File: src/rtl/fp_add_align.sv
// Add/subtract front end for {s, e, f} floats: unpack, magnitude order,
// align the smaller fraction and add or subtract, over three stages.
module fp_add_align #(
  parameter int P_EXP_W  = 5,
  parameter int P_FRAC_W = 16,
  parameter int P_TAG_W  = 4
) (
  input  logic                     clk_core,
  input  logic                     rst_x,
  input  logic                     i_valid,
  output logic                     o_ready,
  input  logic [P_EXP_W+P_FRAC_W:0] i_a,
  input  logic [P_EXP_W+P_FRAC_W:0] i_b,
  input  logic                     i_sub,
  input  logic [P_TAG_W-1:0]       i_tag,
  output logic                     o_valid,
  input  logic                     i_ready,
  output logic                     o_s,
  output logic [P_EXP_W-1:0]       o_e,
  output logic [P_FRAC_W:0]        o_f,
  output logic [P_TAG_W-1:0]       o_tag
);

  localparam int EW = P_EXP_W;
  localparam int FW = P_FRAC_W;
  localparam int W  = 1 + EW + FW;

  logic en1, en2, en3;
  logic v1, v2, v3;

  assign en3     = !v3 || i_ready;
  assign en2     = !v2 || en3;
  assign en1     = !v1 || en2;
  assign o_ready = en1;
  assign o_valid = v3;

  logic          sa, sb;
  logic [EW-1:0] ea, eb;
  logic [FW-1:0] fa, fb;
  logic          swap;

  // A zero exponent means zero; any stored fraction bits are ignored
  always_comb begin
    sa   = i_a[W-1];
    ea   = i_a[W-2 -: EW];
    fa   = (ea == '0) ? '0 : i_a[FW-1:0];
    sb   = i_b[W-1] ^ i_sub;
    eb   = i_b[W-2 -: EW];
    fb   = (eb == '0) ? '0 : i_b[FW-1:0];
    swap = {eb, fb} > {ea, fa};
  end

  logic          s_l1, s_s1, op1;
  logic [EW-1:0] e_l1, d1;
  logic [FW-1:0] f_l1, f_s1;
  logic [P_TAG_W-1:0] tag1;

  always_ff @(posedge clk_core) begin
    if (!rst_x) begin
      v1   <= 1'b0;
      s_l1 <= 1'b0;
      s_s1 <= 1'b0;
      op1  <= 1'b0;
      e_l1 <= '0;
      d1   <= '0;
      f_l1 <= '0;
      f_s1 <= '0;
      tag1 <= '0;
    end else if (en1) begin
      v1   <= i_valid;
      s_l1 <= swap ? sb : sa;
      s_s1 <= swap ? sa : sb;
      op1  <= sa ^ sb;
      e_l1 <= swap ? eb : ea;
      d1   <= swap ? eb - ea : ea - eb;
      f_l1 <= swap ? fb : fa;
      f_s1 <= swap ? fa : fb;
      tag1 <= i_tag;
    end
  end

  logic [FW-1:0] f_al;

  always_comb begin
    f_al = '0;
    if (32'(d1) < FW)
      f_al = f_s1 >> d1;
  end

  logic          s_l2, op2;
  logic [EW-1:0] e_l2;
  logic [FW-1:0] f_l2, f_al2;
  logic [P_TAG_W-1:0] tag2;

  always_ff @(posedge clk_core) begin
    if (!rst_x) begin
      v2    <= 1'b0;
      s_l2  <= 1'b0;
      op2   <= 1'b0;
      e_l2  <= '0;
      f_l2  <= '0;
      f_al2 <= '0;
      tag2  <= '0;
    end else if (en2) begin
      v2    <= v1;
      s_l2  <= s_l1;
      op2   <= op1;
      e_l2  <= e_l1;
      f_l2  <= f_l1;
      f_al2 <= f_al;
      tag2  <= tag1;
    end
  end

  logic [FW:0] sum;

  // The swap guarantees the subtraction never goes negative
  always_comb begin
    if (op2)
      sum = {1'b0, f_l2} - {1'b0, f_al2};
    else
      sum = {1'b0, f_l2} + {1'b0, f_al2};
  end

  always_ff @(posedge clk_core) begin
    if (!rst_x) begin
      v3    <= 1'b0;
      o_s   <= 1'b0;
      o_e   <= '0;
      o_f   <= '0;
      o_tag <= '0;
    end else if (en3) begin
      v3    <= v2;
      o_s   <= (sum == '0) ? 1'b0 : s_l2;
      o_e   <= e_l2;
      o_f   <= sum;
      o_tag <= tag2;
    end
  end

  logic unused;
  assign unused = s_s1;

endmodule
File: config.mk
export PLATFORM = sky130hd
export DESIGN_NAME = fp_add_align
export DESIGN_NICKNAME = d
export VERILOG_FILES = /design/src/rtl/fp_add_align.sv
export SDC_FILE = /design/constraint.sdc
export NUM_CORES = 1
export LEC_CHECK = 0
export BUFFER_PORTS_ARGS = -buffer_cell sky130_fd_sc_hd__buf_2
export CORE_MARGIN = 8
export CORE_UTILIZATION = 64
export DETAILED_ROUTE_END_ITERATION = 8
export GPL_ROUTABILITY_DRIVEN = 0
export GPL_TIMING_DRIVEN = 0
export PLACE_DENSITY = 0.86
export SYNTH_ARGS = -nofsm -noshare
export SYNTH_HDL_FRONTEND = slang
export SYNTH_SLANG_ARGS = --single-unit
File: constraint.sdc
create_clock -name clk_core -period 6.65 [get_ports clk_core]
set_clock_uncertainty 0.05 [all_clocks]
set_input_delay 0.3325 -clock clk_core [delete_from_list [all_inputs] [get_ports clk_core]]
set_output_delay 0.3325 -clock clk_core [all_outputs]
set_load 0.02 [all_outputs]
==> impl_metrics.yaml, run 1 <==
outcome:
  status: "finished clean"
synth:
  synth_ff_type: "dfxtp_1"
  synth_top_area_share_pct: 32.4
  synthArstFlopShare_pct: 0
  synthTopCellsByArea: "dfxtp_1, nand2_1, ha_1, o211a_1, a21boi_0"
  synth_cell_types: 68
  synth-seq-cells: 121
  syn_area_um2: 7480
  seq_area_frac_synth_pct: 32.4
  synth_enable_flop_cells: 0
  syn_area_per_cell_um2: 8.20
  syn_inst: 913
  synth_warnings: 0
  yosys.area.top_type: "dfxtp_1"
  synth_nets: 1012
job:
  maxCapViolations: 0
clock_network:
  cts_tree: "done"
  clock-sinks: 121
  clockRootBuffer: "clkbuf_16"
  clk_latency_ns: 0.42
  postCtsResizedCells: 0
  cts_buffers: 17
  clockBufferDepth: 2
  cts_max_level: 4
  postCtsSetupBuffers: 0
  postCtsHoldBufs: 0
  clk_pin_slew_ns: 0.06
global_route:
  grt_use_met2_pct: 47.1
  antenna_found_initial: 0
  track_usage_pct: 28.0
  grt.overflow.total: 0
  met1_usage_pct: 32.9
  top_usage_layer: "met2"
  grt_pass1_wl_um: 34300
  grt_max_degree: 17
  grt_pass1_vias: 7108
  gr-usage-met3_pct: 4.81
detailed_routing:
  drt-initial-drc-count: 592
  drt_wl_total_um: 21600
  antenna_left: 0
  wl_per_cell_um: 18.5
  vias_per_cell: 6.23
  drc: 0
  dr_total_vias: 7273
  dr.pass1.iters: 6
cells_and_area:
  layout_commonest_cell: "nand2_1"
  nets: 1111
  ff_latch_area_um2: 2420
  mostFrequentLayoutCells: "nand2_1, dfxtp_1, buf_2"
  layout-drive-gt1-share_pct: 13.9
  multi_input_area_um2: 4640
  syn_to_final_growth_pct: 16.6
  n_fill_cell: 833
  diodes: 0
  instances_no_fill: 1168
  design_area_um2: 8720
sta:
  tightest_slew_ns: 0.646
  finalSetupViolCount: 0
  finalCriticalPeriod_ns: 4.37
  rsz0062_at_grt: "no"
  maxSlewHeadroom_pct: 56.6
  whs_ns: 0.0884
  drv_slew: 0
  finalHoldViolCount: 0
  finalSetupTns_ns: 0
  fin_crit_sh_pct: 65.8
  max_freq_mhz: 229
power_and_ir_drop:
  total_power_mw: 3.01
  peakVddDrop_mv: 0.283
  p_per_area_nw_per_um2: 345
  p_leak_nw: 4.08
placement:
  place.detailed.hpwl_um: 15500
  postPlaceCellArea_um2: 8060
  dp_cells: 1136
  portBuffers: 80
min_path:
  hold_path_class: "in2reg"
worst_setup_path:
  path_class: "reg2reg"
  required_ns: 6.89
  critPathMaxFanout: 6
  endpoint_kind: "flip-flop"
  startpoint_type: "flip-flop"
  worstPathArrival_ns: 4.62
die:
  fp.dieH_um: 124
  initial_core_util_pct: 65.5
  ios: 82
  dieArea_um2: 15400
  dieWidth_um: 124
  rows: 39
  core-area_um2: 11400
==> logic make-up after synthesis <==
| kind of cell | synth area share [%] |
|---|---|
| DFF | 32.4 |
| adders and majority gates | 7.99 |
| AOI/OAI and AO/OA | 24.4 |
| muxes | 5.80 |
| buffers and inverters | 5.59 |
| xor gates and xnor gates | 3.04 |
| and+or+nand+nor | 20.8 |
==> routing by layer <==
layer | vias up | share of wire, %
met5 | - | 0
met4 | 0 | 4.5
met3 | 77 | 6.9
met2 | 370 | 48
met1 | 3384 | 41
li1 | 3442 | -
==> cell type report <==
type | count | area share (%)
multi-input cells | 685 | 53.2
flip-flops and latches | 121 | 27.8
clock buffers | 21 | 5.39
repair buffers | 80 | 4.59
plain buffers | 63 | 2.90
clock inverters | 11 | 2.21
well taps | 143 | 2.05
inverters | 44 | 1.89
==> sequential cells by signal (all words and copies together), names as in the netlist, 4 cells and up <==
name,count
f_l2,16
d1,5
e_l2,5
f_s1,16
f_l1,16
f_al2,16
tag1,4
e_l1,5
tag2,4
o_f,17
o_tag,4
o_e,5
==> worst max-delay path, stage by stage (launching register included) <==
cell and delay [ns]:
dfxtp_1 0.36, inv_1 0.08, ha_1 0.19, or4b_4 0.51, nor4_4 0.27, a21oi_1 0.15
xnor2_1 0.15, ha_1 0.36, and3_4 0.23, and3_4 0.17, a211o_1 0.30, or3_1 0.36
a2111oi_2 0.35, nor4bb_1 0.39, and4_1 0.24, a31oi_1 0.08
==> where the power goes <==
part | internal, mW | switching (mW) | total [mW]
logic | 0.462 | 0.642 | 1.10
clock network | 0.694 | 0.331 | 1.03
registers | 0.820 | 0.0647 | 0.884
total | 1.98 | 1.04 | 3.01
==> cells in the mapped netlist, types with 13 or more instances <==
cell type  instances
o211a_1           44
o21ai_0           15
nor2_1            32
a21boi_0          46
inv_1             43
clkbuf_1          54
nand3_1           30
nand2_1          186
a21oi_1           36
nor3_1            13
ha_1              43
nor2b_1           18
and2_1            15
o211ai_1          39
xnor2_1           21
dfxtp_1          121
mux2i_1           22
==> path summary, 6_finish.rpt <==
check,slack [ns],startpoint,end,cells past startpoint
worst max register to register,2.28,f_al2[0],o_s,15
worst max-delay path,2.28,f_al2[0],o_s,15
worst min register to register,0.40,o_f[9],o_f[9],2
worst min-delay path,0.09,i_valid,v1,2
==> through the flow <==
| stage | utilization, % | setup WS, ns |
|---|---|---|
| global placement | 70.6 | 2.31 |
| detailed placement | 70.6 | 2.26 |
| floorplan | - | 2.78 |
| global route | 76.4 | 2.06 |
| finish | 76.4 | 2.28 |
| CTS | 76.4 | 2.36 |
Note: power is estimated with default switching activity, not from simulation.
==> run 2: changes to the inputs <==
--- a/config.mk
+++ b/config.mk
@@ -5,13 +5,14 @@
 export SDC_FILE = /design/constraint.sdc
 export NUM_CORES = 1
 export LEC_CHECK = 0
+export ABC_AREA = 1
 export BUFFER_PORTS_ARGS = -buffer_cell sky130_fd_sc_hd__buf_2
 export CORE_MARGIN = 8
-export CORE_UTILIZATION = 64
+export CORE_UTILIZATION = 54
 export DETAILED_ROUTE_END_ITERATION = 8
 export GPL_ROUTABILITY_DRIVEN = 0
 export GPL_TIMING_DRIVEN = 0
-export PLACE_DENSITY = 0.86
+export PLACE_DENSITY = 0.77
 export SYNTH_ARGS = -nofsm -noshare
 export SYNTH_HDL_FRONTEND = slang
 export SYNTH_SLANG_ARGS = --single-unit
==> constraint.sdc (replaced) <==
create_clock -name clk_core -period 3.7 [get_ports clk_core]
set_clock_uncertainty 0.05 [all_clocks]
set_input_delay 0.185 -clock clk_core [delete_from_list [all_inputs] [get_ports clk_core]]
set_output_delay 0.185 -clock clk_core [all_outputs]
set_load 0.02 [all_outputs]
==> run 2 against run 1 <==
First-iteration DRC count is 5.4% lower; sequential share of layout area fell by 1.3 points; flip-flop and latch count is the same; core utilization decreased by 13 points; critical path depth is 8 higher; largest power group unchanged; setup slack worse by 1.8 ns; die area increased by 21%; final area up 4.8%; cell count up 27%.
==> impl_metrics.yaml, run 2 <==
min_path:
  hold_path_depth: 3
  hold_path_class: "in2reg"
synth:
  yosys.area.top_type: "dfxtp_1"
  synthTopCellsByArea: "dfxtp_1, nand2_1, inv_1, ha_1, o21ai_0"
  synth_common_cells: "nand2_1, inv_1, dfxtp_1, nor2_1, o21ai_0"
  synth_nets: 1284
  synth_warnings: 0
  synth_ff_type: "dfxtp_1"
  synth_enable_flop_cells: 0
  synth-seq-cells: 121
  synth.most_common_cell: "nand2_1"
  synthArstFlopShare_pct: 0
  syn_area_um2: 7880
  syn_inst: 1185
  synth_cell_types: 44
  seq_area_frac_synth_pct: 30.7
  syn_area_per_cell_um2: 6.65
  synth_top_area_share_pct: 30.7
worst_setup_path:
  rr_worst_depth: 23
  worstPathArrival_ns: 3.48
  reg2reg_from: "f_al2[0]"
  critPathMaxFanout: 5
  crit_start: "f_al2[0]"
  path_class: "reg2reg"
  required_ns: 3.91
  endpoint_kind: "flip-flop"
  startpoint_type: "flip-flop"
  r2r_end: "o_s"
  rrSetupSlack_ns: 0.43
  cp-endpoint: "o_s"
cells_and_area:
  largest_reg_flops: 17
  n_fill_cell: 1318
  syn_to_final_growth_pct: 16.0
  design_area_um2: 9140
  fin_util_pct: 63.6
  nets: 1387
  layout-drive-gt1-share_pct: 13.9
  layout_commonest_cell: "nand2_1"
  diodes: 0
  top_register: "o_f"
  mostFrequentLayoutCells: "nand2_1, inv_1, dfxtp_1"
clock_network:
  postCtsResizedCells: 0
  clk_pin_slew_ns: 0.06
  clockRootBuffer: "clkbuf_16"
  clk_latency_ns: 0.41
  clock-sinks: 121
  clockBufferDepth: 2
  cts_buffers: 17
  postCtsSetupBuffers: 0
  cts_tree: "done"
  cts_max_level: 4
sta:
  tightest_slew_ns: 0.611
  finalHoldViolCount: 0
  rsz0062_at_grt: "no"
  finalCriticalPeriod_ns: 3.27
  maxSlewHeadroom_pct: 59.3
  drv_slew: 0
  finalSetupViolCount: 0
  fin_crit_sh_pct: 88.3
  finalSetupTns_ns: 0
  max_freq_mhz: 306
placement:
  postPlaceCellArea_um2: 8510
  portBuffers: 80
  place.detailed.hpwl_um: 17000
die:
  ios: 82
  core-area_um2: 14400
  rows: 44
  dieWidth_um: 137
  dieArea_um2: 18700
  initial_core_util_pct: 54.8
  fp.dieH_um: 137
detailed_routing:
  dr_total_vias: 7994
  drc: 0
  antenna_left: 0
  drt-initial-drc-count: 560
  vias_per_cell: 5.38
  drt_wl_total_um: 21800
  dr.pass1.iters: 6
  wl_per_cell_um: 14.7
global_route:
  track_usage_pct: 23.5
  grt_pass1_vias: 7608
  grt_pass1_wl_um: 35600
  antenna_found_initial: 1
  grt_max_degree: 17
  grt.overflow.total: 0
power_and_ir_drop:
  p_leak_nw: 4.88
  total_power_mw: 5.24
  peakVddDrop_mv: 0.363
  p_per_area_nw_per_um2: 573
job:
  maxCapViolations: 0
outcome:
  status: "finished clean"
[run 2: cell types whose count changed after synthesis, sizes merged, moves of 21 or more]
cell and change:
a21boi -47, a21oi +23, o211a -44, clkbuf -21, nand3 +52, o21ai +86, nand2 +110, a31oi +26
nor2 +82, o211ai -26, inv +126
[run 2: cells by family (layout without fill, tap and decap cells)]
family,after synthesis,count (layout),share of synthesized area (%)
AND/OR/NAND/NOR,519,519,28.9
AO/OA/AOI/OAI,241,241,17.6
buffers and inverters,232,348,12.2
flip-flops,121,121,30.7
adder cells (fa/ha/maj),46,46,7.59
XOR/XNOR,23,23,2.56
multiplexers,3,3,0.381
[run 2: what timing repair did]
item / 4_1_cts / 5_1_grt
endpoints found under the hold margin: 4 / 0
hold buffers: 4 / 0
setup endpoints to repair: 0 / 0
[run 2: routing by layer]
layer,routed length [um],global-route usage (%),vias to the layer above,share of wire (%)
li1,-,-,4045,-
met2,10600,40.9,275,49
met1,9520,28.1,3625,44
met3,1100,4.26,47,5.0
met5,9,0,-,0.041
met4,565,9.29,2,2.6
[run 2: worst min-delay path by stage]
stage | from | endpoint | slack (ns)
detailed placement | i_valid | v1 | 0.37
CTS | i_tag[2] | tag1[2] | 0.04
global route | i_a[21] | op1 | 0.05
floorplan | i_valid | v1 | 0.26
global placement | i_valid | v1 | 0.37
finish | i_tag[2] | tag1[2] | 0.04
[run 2: cell type report]
cell class | instances | area, um2 | area share, %
multi-input combinational | 832 | 4490 | 49.1
sequential | 121 | 2420 | 26.5
inverter | 170 | 638 | 6.98
timing repair buffer | 84 | 440 | 4.82
clock buffer | 17 | 425 | 4.65
buffer | 62 | 325 | 3.56
tap | 184 | 230 | 2.52
clock inverter | 15 | 168 | 1.83
[run 2: where the power goes]
group / leakage, nW / switching (mW) / internal, mW
combinational: 3.59 / 1.28 / 0.705
clock: 0.290 / 0.658 / 1.01
sequential: 0.999 / 0.116 / 1.48
[run 2: metrics by stage]
step | worst slack, ns | cells | hold WS, ns
floorplan | 1.00 | 1185 | 0.259
global placement | 0.580 | 1449 | 0.372
detailed placement | 0.497 | 1449 | 0.368
CTS | 0.448 | 1485 | 0.0399
global route | 0.109 | 1485 | 0.0475
finish | 0.432 | 1485 | 0.0440
[run 2: critical path: stages (launching register included)]
cell	delay, ns
dfxtp_1	0.35
inv_1	0.07
ha_1	0.13
inv_1	0.04
nor2_1	0.11
nand2_1	0.11
nor2_1	0.15
nand4_1	0.14
o21ai_1	0.24
o21ai_0	0.16
xor2_1	0.18
ha_1	0.38
nand2_1	0.09
nor2_1	0.14
and2_1	0.14
nand2_1	0.06
nand2_1	0.06
nand2_1	0.04
nand2_1	0.08
nand2_1	0.05
nor2_1	0.08
nand3_1	0.12
nand2_1	0.09
a21oi_1	0.06
==> run 3: changes to the inputs <==
--- a/config.mk
+++ b/config.mk
@@ -13,6 +13,7 @@
 export GPL_ROUTABILITY_DRIVEN = 0
 export GPL_TIMING_DRIVEN = 0
 export PLACE_DENSITY = 0.77
+export REMOVE_ABC_BUFFERS = 1
 export SYNTH_ARGS = -nofsm -noshare
 export SYNTH_HDL_FRONTEND = slang
 export SYNTH_SLANG_ARGS = --single-unit
==> run 3 against run 2 <==
Wire length shrank 9.5%; count of clock-buffer cells in the layout grew 4; sequential power is essentially flat; setup slack lost 0.26 ns; critical path depth shrank 15; core utilization shrank 1.2 points; flip-flop and latch count is the same; die area is the same; final area shrank 1.9%; critical endpoint is now o_ready; non-clock buffer count shrank 59.
==> impl_metrics.yaml, run 3 (same netlist as run 2, synthesis figures left out) <==
cells_and_area:
  layout-drive-gt1-share_pct: 13.1
  fin_util_pct: 62.4
  diodes: 0
  top_register: "o_f"
  mostFrequentLayoutCells: "nand2_1, inv_1, dfxtp_1"
  syn_to_final_growth_pct: 13.8
  nets: 1330
  layout_commonest_cell: "nand2_1"
  largest_reg_flops: 17
clock_network:
  postCtsSetupBuffers: 0
  clockRootBuffer: "clkbuf_16"
  cts_tree: "done"
  cts_buffers: 17
  cts_max_level: 4
  clk_latency_ns: 0.42
  clk_pin_slew_ns: 0.05
  clockBufferDepth: 2
  clock-sinks: 121
worst_setup_path:
  endpoint_kind: "output pin"
  startpoint_type: "flip-flop"
  r2r_end: "o_s"
  reg2reg_from: "f_al2[0]"
  crit_start: "o_valid"
  rrSetupSlack_ns: 0.46
  critPathMaxFanout: 84
  rr_worst_depth: 23
  worstPathArrival_ns: 3.30
  required_ns: 3.46
  path_class: "reg2out"
detailed_routing:
  drc: 0
  dr.pass1.iters: 7
  drt-initial-drc-count: 546
  wl_per_cell_um: 13.8
  drt_wl_total_um: 19700
  antenna_left: 0
  dr_total_vias: 7650
  vias_per_cell: 5.36
global_route:
  grt.overflow.total: 0
  grt_pass1_wl_um: 32800
  grt_max_degree: 99
  track_usage_pct: 21.4
  antenna_found_initial: 0
  grt_pass1_vias: 7168
sta:
  drv_slew: 0
  tightest_slew_ns: 0.818
  maxSlewHeadroom_pct: 45.4
  fin_crit_sh_pct: 95.4
  whs_ns: 0.0168
  finalCriticalPeriod_ns: 3.53
  finalHoldViolCount: 0
  finalSetupViolCount: 0
  rsz0062_at_grt: "yes"
  max_freq_mhz: 283
min_path:
  hold_path_class: "in2reg"
  min_to: "op1"
  min_from: "i_a[21]"
  hold_path_depth: 3
die:
  ios: 82
  initial_core_util_pct: 54.8
  dieArea_um2: 18700
  rows: 44
  core-area_um2: 14400
  dieWidth_um: 137
  fp.dieH_um: 137
placement:
  portBuffers: 81
  place.detailed.hpwl_um: 13800
power_and_ir_drop:
  p_per_area_nw_per_um2: 598
  p_leak_nw: 4.79
  total_power_mw: 5.36
  peakVddDrop_mv: 0.398
job:
  maxCapViolations: 0
outcome:
  status: "finished clean"
run 3: routing by layer:
| metal | part of all wire (%) | wire length, um | global-route usage, % |
|---|---|---|---|
| met5 | 0 | 0 | 0 |
| met4 | 2.3 | 446 | 9.11 |
| met3 | 4.1 | 818 | 3.82 |
| met2 | 49 | 9630 | 36.7 |
| met1 | 45 | 8850 | 25.9 |
run 3: worst max-delay path: stages, from the launching register on:
cell	delay [ns]
dfxtp_1	0.32
inv_1	0.06
nor2_4	0.36
inv_2	0.40
nor2_4	0.39
inv_2	0.35
nor2_8	0.33
inv_4	0.32
buf_2	0.29
run 3: worst max path at each step:
stage | cells past startpoint | endpoint | slack [ns]
floorplan | 14 | e_l1[0] | 0.03
global placement | 13 | e_l1[3] | -1.51
detailed placement | 16 | e_l1[0] | -0.69
CTS | 8 | o_ready | 0.04
global route | 8 | o_ready | -0.09
finish | 8 | o_ready | 0.17
run 3: final cells by class:
cell class	count	area, um2
clock inverters	11	193
clock buffers	21	470
flip-flops and latches	121	2420
multi-input cells	834	4540
well taps	184	230
fillers	1328	5400
repair buffers	87	478
inverters	170	641
run 3: timing repair:
action,CTS,global route
endpoints found under the setup margin,45,45
hold buffers,5,0
gates resized for setup,2,4
endpoints found under the hold margin,5,0
cloned,1,1
pin swaps,1,1
run 3: stage by stage:
| step | instance area (um2) | cells | setup WS (ns) | TNS [ns] |
|---|---|---|---|---|
| 2_1_floorplan | 7550 | 1123 | 0.0327 | 0 |
| 5_1_grt | 8970 | 1428 | -0.0908 | -0.0908 |
| 3_3_place_gp | 8190 | 1388 | -1.51 | -61.46 |
| 4_1_cts | 8940 | 1427 | 0.0431 | 0 |
| 6_report | 8970 | 1428 | 0.168 | 0 |
| 3_5_place_dp | 8210 | 1389 | -0.687 | -26.91 |
run 3: power by group:
part	switching, mW	total (mW)	internal, mW
combinational	1.24	1.91	0.677
sequential	0.126	1.61	1.48
clock	0.597	1.84	1.25
